[config.mk]
export PLATFORM = sky130hd
export DESIGN_NAME = cla16_sub_pipe_flat
export DESIGN_NICKNAME = d
export VERILOG_FILES = /design/src/rtl/cla_pkg.sv /design/src/rtl/cla16_sub_pipe_if.sv /design/src/rtl/cla4_slice.sv /design/src/rtl/cla16_sub_pipe.sv /design/src/flat_wrapper.sv
export SDC_FILE = /design/constraint.sdc
export NUM_CORES = 1
export LEC_CHECK = 0
export ABC_CLOCK_PERIOD_IN_PS = 2350
export CAP_MARGIN = 20
export CORE_AREA = 2 2 71 124
export CTS_CLUSTER_DIAMETER = 30
export DETAILED_ROUTE_END_ITERATION = 8
export DIE_AREA = 0 0 73 126
export PLACE_DENSITY_LB_ADDON = 0.12
export SETUP_SLACK_MARGIN = 0.05
export SKIP_LAST_GASP = 1
export SLEW_MARGIN = 30
export SYNTH_ARGS = -nofsm -noshare
export SYNTH_HDL_FRONTEND = slang
export SYNTH_HIERARCHICAL = 1
export SYNTH_SLANG_ARGS = --single-unit
[constraint.sdc]
create_clock -name clk -period 2.35 [get_ports clk]
set_input_delay 0.3525 -clock clk [delete_from_list [all_inputs] [get_ports clk]]
set_output_delay 0.3525 -clock clk [all_outputs]
set_load 0.01 [all_outputs]
[src/rtl/cla_pkg.sv]
// rtl/cla_pkg.sv - shared 4-bit carry-look-ahead types and carry function
package cla_pkg;

   localparam int SLICE_W = 4;

   typedef struct packed {
      logic [SLICE_W-1:0] sum;
      logic               cout;
   } slice_res_t;

   // Fully expanded look-ahead: every carry is a two-level function of p, g, c0.
   function automatic logic [SLICE_W:0] cla_carries(
      input logic [SLICE_W-1:0] p,
      input logic [SLICE_W-1:0] g,
      input logic               c0
   );
      logic [SLICE_W:0] c;
      c[0] = c0;
      c[1] = g[0] | (p[0] & c0);
      c[2] = g[1] | (p[1] & g[0]) | (p[1] & p[0] & c0);
      c[3] = g[2] | (p[2] & g[1]) | (p[2] & p[1] & g[0]) | (p[2] & p[1] & p[0] & c0);
      c[4] = g[3] | (p[3] & g[2]) | (p[3] & p[2] & g[1]) | (p[3] & p[2] & p[1] & g[0])
           | (p[3] & p[2] & p[1] & p[0] & c0);
      return c;
   endfunction

endpackage

[src/rtl/cla16_sub_pipe_if.sv]
// rtl/cla16_sub_pipe_if.sv - operand/result handshake bundle for the pipelined subtractor
interface cla16_sub_pipe_if #(
   parameter int WIDTH = 16
);
   logic             in_valid;
   logic             in_ready;
   logic [WIDTH-1:0] a;
   logic [WIDTH-1:0] b;
   logic             bin;
   logic             out_valid;
   logic             out_ready;
   logic [WIDTH-1:0] diff;
   logic             bout;
   logic             ovf;
   logic             zero;

   modport master (
      output in_valid, a, b, bin, out_ready,
      input  in_ready, out_valid, diff, bout, ovf, zero
   );

   modport slave (
      input  in_valid, a, b, bin, out_ready,
      output in_ready, out_valid, diff, bout, ovf, zero
   );
endinterface

[src/rtl/cla4_slice.sv]
// rtl/cla4_slice.sv - combinational 4-bit carry-look-ahead adder slice
module cla4_slice
   import cla_pkg::*;
(
   input  logic [SLICE_W-1:0] x,
   input  logic [SLICE_W-1:0] y,
   input  logic               cin,
   output logic [SLICE_W-1:0] s,
   output logic               cout
);
   logic [SLICE_W-1:0] p;
   logic [SLICE_W-1:0] g;
   logic [SLICE_W:0]   c;

   assign p    = x ^ y;
   assign g    = x & y;
   assign c    = cla_carries(p, g, cin);
   assign s    = p ^ c[SLICE_W-1:0];
   assign cout = c[SLICE_W];
endmodule

[src/rtl/cla16_sub_pipe.sv]
// rtl/cla16_sub_pipe.sv - pipelined CLA subtractor, one 4-bit slice per stage, valid/ready on both sides
module cla16_sub_pipe
   import cla_pkg::*;
#(
   parameter  int WIDTH  = 16,
   localparam int NSLICE = WIDTH / SLICE_W
) (
   input logic             clk,
   input logic             rst_n,
   cla16_sub_pipe_if.slave bus
);
   localparam int NREG = NSLICE - 1;

   logic               adv;
   logic [SLICE_W-1:0] sx [NSLICE];
   logic [SLICE_W-1:0] sy [NSLICE];
   logic               sc [NSLICE];
   slice_res_t         res [NSLICE];
   logic [WIDTH-1:0]   nsum [NSLICE];

   logic [WIDTH-1:0]   x_q [NREG];
   logic [WIDTH-1:0]   y_q [NREG];
   logic [WIDTH-1:0]   s_q [NREG];
   logic               c_q [NREG];
   logic               v_q [NREG];
   logic               am_q [NREG];
   logic               bm_q [NREG];

   logic               out_valid_q;
   logic [WIDTH-1:0]   diff_q;
   logic               bout_q;
   logic               ovf_q;
   logic               zero_q;

   assign adv          = !out_valid_q || bus.out_ready;
   assign bus.in_ready = adv;
   assign bus.out_valid = out_valid_q;
   assign bus.diff     = diff_q;
   assign bus.bout     = bout_q;
   assign bus.ovf      = ovf_q;
   assign bus.zero     = zero_q;

   // Subtraction as a + ~b + ~bin; later stages consume operands shifted down so their slice sits at [3:0].
   always_comb begin
      sx[0] = bus.a[SLICE_W-1:0];
      sy[0] = ~bus.b[SLICE_W-1:0];
      sc[0] = ~bus.bin;
      for (int k = 1; k < NSLICE; k++) begin
         sx[k] = x_q[k-1][SLICE_W-1:0];
         sy[k] = y_q[k-1][SLICE_W-1:0];
         sc[k] = c_q[k-1];
      end
   end

   for (genvar k = 0; k < NSLICE; k++) begin : g_slice
      logic [SLICE_W-1:0] s;
      logic               co;
      cla4_slice u_slice (
         .x    (sx[k]),
         .y    (sy[k]),
         .cin  (sc[k]),
         .s    (s),
         .cout (co)
      );
      assign res[k] = '{sum: s, cout: co};
   end

   // Result bits enter at the top and shift down one slice per stage, landing aligned after the last.
   always_comb begin
      nsum[0] = WIDTH'(res[0].sum) << (WIDTH - SLICE_W);
      for (int k = 1; k < NSLICE; k++) begin
         nsum[k] = (s_q[k-1] >> SLICE_W) | (WIDTH'(res[k].sum) << (WIDTH - SLICE_W));
      end
   end

   always_ff @(posedge clk or negedge rst_n) begin
      if (!rst_n) begin
         for (int k = 0; k < NREG; k++) begin
            x_q[k]  <= '0;
            y_q[k]  <= '0;
            s_q[k]  <= '0;
            c_q[k]  <= 1'b0;
            v_q[k]  <= 1'b0;
            am_q[k] <= 1'b0;
            bm_q[k] <= 1'b0;
         end
         out_valid_q <= 1'b0;
         diff_q      <= '0;
         bout_q      <= 1'b0;
         ovf_q       <= 1'b0;
         zero_q      <= 1'b0;
      end else if (adv) begin
         v_q[0]  <= bus.in_valid;
         x_q[0]  <= bus.a >> SLICE_W;
         y_q[0]  <= (~bus.b) >> SLICE_W;
         s_q[0]  <= nsum[0];
         c_q[0]  <= res[0].cout;
         am_q[0] <= bus.a[WIDTH-1];
         bm_q[0] <= bus.b[WIDTH-1];
         for (int k = 1; k < NREG; k++) begin
            v_q[k]  <= v_q[k-1];
            x_q[k]  <= x_q[k-1] >> SLICE_W;
            y_q[k]  <= y_q[k-1] >> SLICE_W;
            s_q[k]  <= nsum[k];
            c_q[k]  <= res[k].cout;
            am_q[k] <= am_q[k-1];
            bm_q[k] <= bm_q[k-1];
         end
         out_valid_q <= v_q[NREG-1];
         diff_q      <= nsum[NSLICE-1];
         bout_q      <= ~res[NSLICE-1].cout;
         ovf_q       <= (am_q[NREG-1] != bm_q[NREG-1]) &&
                        (nsum[NSLICE-1][WIDTH-1] != am_q[NREG-1]);
         zero_q      <= (nsum[NSLICE-1] == '0);
      end
   end
endmodule
[src/flat_wrapper.sv]
// flat-port wrapper written by rule: the top's interface ports become plain ports
module cla16_sub_pipe_flat import cla_pkg::*;
#(
   parameter  int WIDTH  = 16,
   localparam int NSLICE = WIDTH / SLICE_W
)
  (clk, rst_n, bus_in_valid, bus_a, bus_b, bus_bin, bus_out_ready, bus_in_ready, bus_out_valid, bus_diff, bus_bout, bus_ovf, bus_zero);
  cla16_sub_pipe_if #(.WIDTH(WIDTH)) bus_i ();
  input logic clk;
  input logic rst_n;
  input wire logic [$bits(bus_i.in_valid)-1:0] bus_in_valid;
  input wire logic [$bits(bus_i.a)-1:0] bus_a;
  input wire logic [$bits(bus_i.b)-1:0] bus_b;
  input wire logic [$bits(bus_i.bin)-1:0] bus_bin;
  input wire logic [$bits(bus_i.out_ready)-1:0] bus_out_ready;
  output wire logic [$bits(bus_i.in_ready)-1:0] bus_in_ready;
  output wire logic [$bits(bus_i.out_valid)-1:0] bus_out_valid;
  output wire logic [$bits(bus_i.diff)-1:0] bus_diff;
  output wire logic [$bits(bus_i.bout)-1:0] bus_bout;
  output wire logic [$bits(bus_i.ovf)-1:0] bus_ovf;
  output wire logic [$bits(bus_i.zero)-1:0] bus_zero;
  assign bus_i.in_valid = bus_in_valid;
  assign bus_i.a = bus_a;
  assign bus_i.b = bus_b;
  assign bus_i.bin = bus_bin;
  assign bus_i.out_ready = bus_out_ready;
  assign bus_in_ready = bus_i.in_ready;
  assign bus_out_valid = bus_i.out_valid;
  assign bus_diff = bus_i.diff;
  assign bus_bout = bus_i.bout;
  assign bus_ovf = bus_i.ovf;
  assign bus_zero = bus_i.zero;
  cla16_sub_pipe #(.WIDTH(WIDTH)) u_core (.clk(clk), .rst_n(rst_n), .bus(bus_i));
endmodule
==> impl_metrics.tcl <==
set metrics [dict create \
    path_cells "ha_1, a21o_1, a31o_1, xor2_1, or3b_2, a31oi_1" \
    yosysSeqAreaShare 0.571 \
    cts.htree.levels 3 \
    ant_nets 0 \
    max_freq_mhz 489 \
    hold-worst-slack_ns 0.457 \
    start_kind "flip-flop" \
    slew_headroom 0.650 \
    wire_per_inst_um 12.3 \
    avgViaCountPerCell 5.05 \
    setup_slack_ns 0.306 \
    yosys_warnings 6 \
    pwr-share-comb 0.372 \
    fp.dieArea_um2 9200 \
    power.switching_mw 2.48 \
    grt_pass1_wl_mm 13.7 \
    port_buffers 57 \
    yosysMostFrequentCell "nand2_1" \
    power_leakage_nw 2.78 \
    cts_resized 0 \
    syn-mean-instance-area_um2 9.32 \
    layout.nets 583 \
    worstSetupPathType "flip-flop to flip-flop" \
    seqPwrFrac 0.414 \
    cts_tree "yes" \
    grt_use_total 0.191 \
    cts.clk_slew.worst_paths_ns 0.06 \
    cp-end-kind "flip-flop" \
    io_pins 58 \
    synthFlopType "dfrtp_1" \
    drc 0 \
    grt_pass1_vias 3151 \
    diodes 0 \
    synthesis.area_um2 4430 \
    dp_worst_setup_slack_ns 0.307 \
    postCtsSetupBuffers 0 \
    internal_power_mw 4.63 \
    maxSlewViolCount 0 \
    clk_latency_ns 0.34 \
    postCtsHoldBufs 1 \
    ctsLongestPathBuffers 2 \
    ys_types 25 \
    die-width_um 73 \
    die_h_um 126 \
    p_clk_frac 0.214 \
    cts_sinks 101 \
    grt_max_degree 115 \
    initial_core_util 0.540 \
    ir_drop_mv 0.628 \
    ys_ff_latch 101 \
    synth_top_area_share 0.571 \
    synth.net_count 532 \
    fp-row-count 44 \
    ys_async_sr_fraction 1.00 \
    timing_worst_slew_pin_value_ns 0.521 \
    cpMaxStageDelayCell "or3b_2" \
    overflow 0 \
    utilization 0.654 \
    crit_arrival_ns 2.30 \
    min_period_ns 2.04 \
    cp.required_ns 2.61 \
    fin_skew_ns 0.00606 \
    fin_tns_setup_ns 0 \
    firstDrtPassIters 4 \
    cp_max_fo 4 \
    cts-buffers-inserted 9 \
    p_sw_frac 0.349 \
    finalSetupViolations 0 \
    worstHoldPathType "flip-flop to flip-flop" \
    grt_setup_unrepaired "no" \
    hold_viol 0 \
    drtIter0Drc 173 \
    ys_top_cells_by_area "dfrtp_1 57%, nand2_1 22%, ha_1 4.5%" \
    dr_total_vias 3139 \
    cap_violations 0 \
    status "finished clean" \
    crit_path_max_incr_delay_ns 0.45 \
    dp_cells 606 \
    yosys.area.top_type "dfrtp_1" \
    dp_hpwl_mm 5.30 \
    antenna_found_initial 0 \
    coreArea_um2 8200 \
    fin_cells 622 \
    drive_gt1_frac 0.0679 \
    post-route-period-util 0.870 \
    syn2layout_area_growth_pct 21.2 \
    cts_root_buf "clkbuf_16" \
    syn_inst 475 \
    routed_wl_mm 7.66 \
    synth_common_cells "256 x nand2_1, 101 x dfrtp_1, 16 x ha_1" \
    p_per_area_nw_per_um2 1330 \
    synth-edff-count 0 \
    place_congestion 0.809 \
]
==> worst max-delay path: cells and delay by family, from the launching register on <==
family | cells | cell delay [ns]
fa+ha+maj | 1 | 0.30
simple gates | 1 | 0.45
compound gates | 3 | 0.61
flops | 1 | 0.41
xor+xnor | 1 | 0.19
==> worst paths after layout <==
kind | endpoint | startpoint | slack [ns] | depth (start not counted)
max | u_core/bus.ovf | u_core/sy[0] | 0.31 | 6
min | u_core/bus.out_valid | u_core/v_q[0] | 0.46 | 1
max reg2reg | u_core/bus.ovf | u_core/sy[0] | 0.31 | 6
min reg2reg | u_core/bus.out_valid | u_core/v_q[0] | 0.46 | 1
max in group asynchronous | u_core/y_q[20] | rst_n | 1.19 | 3
min in group asynchronous | u_core/bus.out_valid | rst_n | 0.52 | 2
==> cell type report <==
| class | count | area [um2] |
|---|---|---|
| clock inverters | 6 | 88.8 |
| multi-input cells | 346 | 1740 |
| inverters | 6 | 23.8 |
| clock buffers | 9 | 225 |
| well taps | 92 | 115 |
| flip-flops and latches | 101 | 2530 |
| fillers | 719 | 2840 |
| repair buffers | 62 | 646 |
==> layout by cell type, fill, tap and decap left out <==
master	n
a21oi_2	13
dfrtp_1	101
nor2b_4	1
a31o_1	4
bufinv_16	2
o21ai_0	1
or3b_2	1
fa_1	4
nand3b_1	1
clkinv_4	1
clkinvlp_4	2
a21o_1	12
clkinv_2	2
clkbuf_16	9
buf_12	3
nor2_1	14
nand2b_1	1
clkdlybuf4s50_1	56
nand2_1	256
xor2_1	8
ha_1	16
dlygate4sd3_1	1
nor4_1	4
buf_4	2
a21oi_1	4
xnor2_1	4
a31oi_1	1
inv_1	5
nand4_1	1
==> routing by layer <==
layer,GRT usage,share of wire,vias to the layer above
met1,0.224,0.41,1489
met2,0.328,0.54,57
li1,-,-,1583
met5,0,0,-
met4,0.0871,0.026,0
met3,0.0360,0.024,10
==> through the flow <==
step	area, um2	power [mW]
floorplan	4430	4.77
global placement	5040	5.53
detailed placement	5040	5.66
CTS	5360	7.21
global route	5360	7.71
finish	5360	7.11
==> flip-flops by register name, indices dropped and copies added, names as in the netlist <==
name / cells
u_core/s_q: 24
u_core/bus.diff: 16
u_core/sy: 12
u_core/y_q: 12
u_core/sx: 11
u_core/x_q: 10
u_core/am_q: 3
u_core/bm_q: 3
u_core/c_q: 3
u_core/v_q: 3
u_core/bus.bout: 1
u_core/bus.out_valid: 1
u_core/bus.ovf: 1
u_core/bus.zero: 1
==> cell families after synthesis <==
family	synth area share
compound gates	0.0611
xor+xnor	0.0237
fa+ha+maj	0.0633
buf+inv	0.0365
flops	0.571
simple gates	0.244
==> power groups by stage <==
stage / Clock (mW) / Sequential, mW / Combinational [mW]
2_1_floorplan: 0 / 2.95 / 1.83
3_3_place_gp: 0 / 2.94 / 2.60
3_5_place_dp: 0 / 2.98 / 2.68
4_1_cts: 1.56 / 2.95 / 2.71
5_1_grt: 1.63 / 3.04 / 3.04
6_report: 1.52 / 2.94 / 2.65
Note: power is estimated with default switching activity, not from simulation.
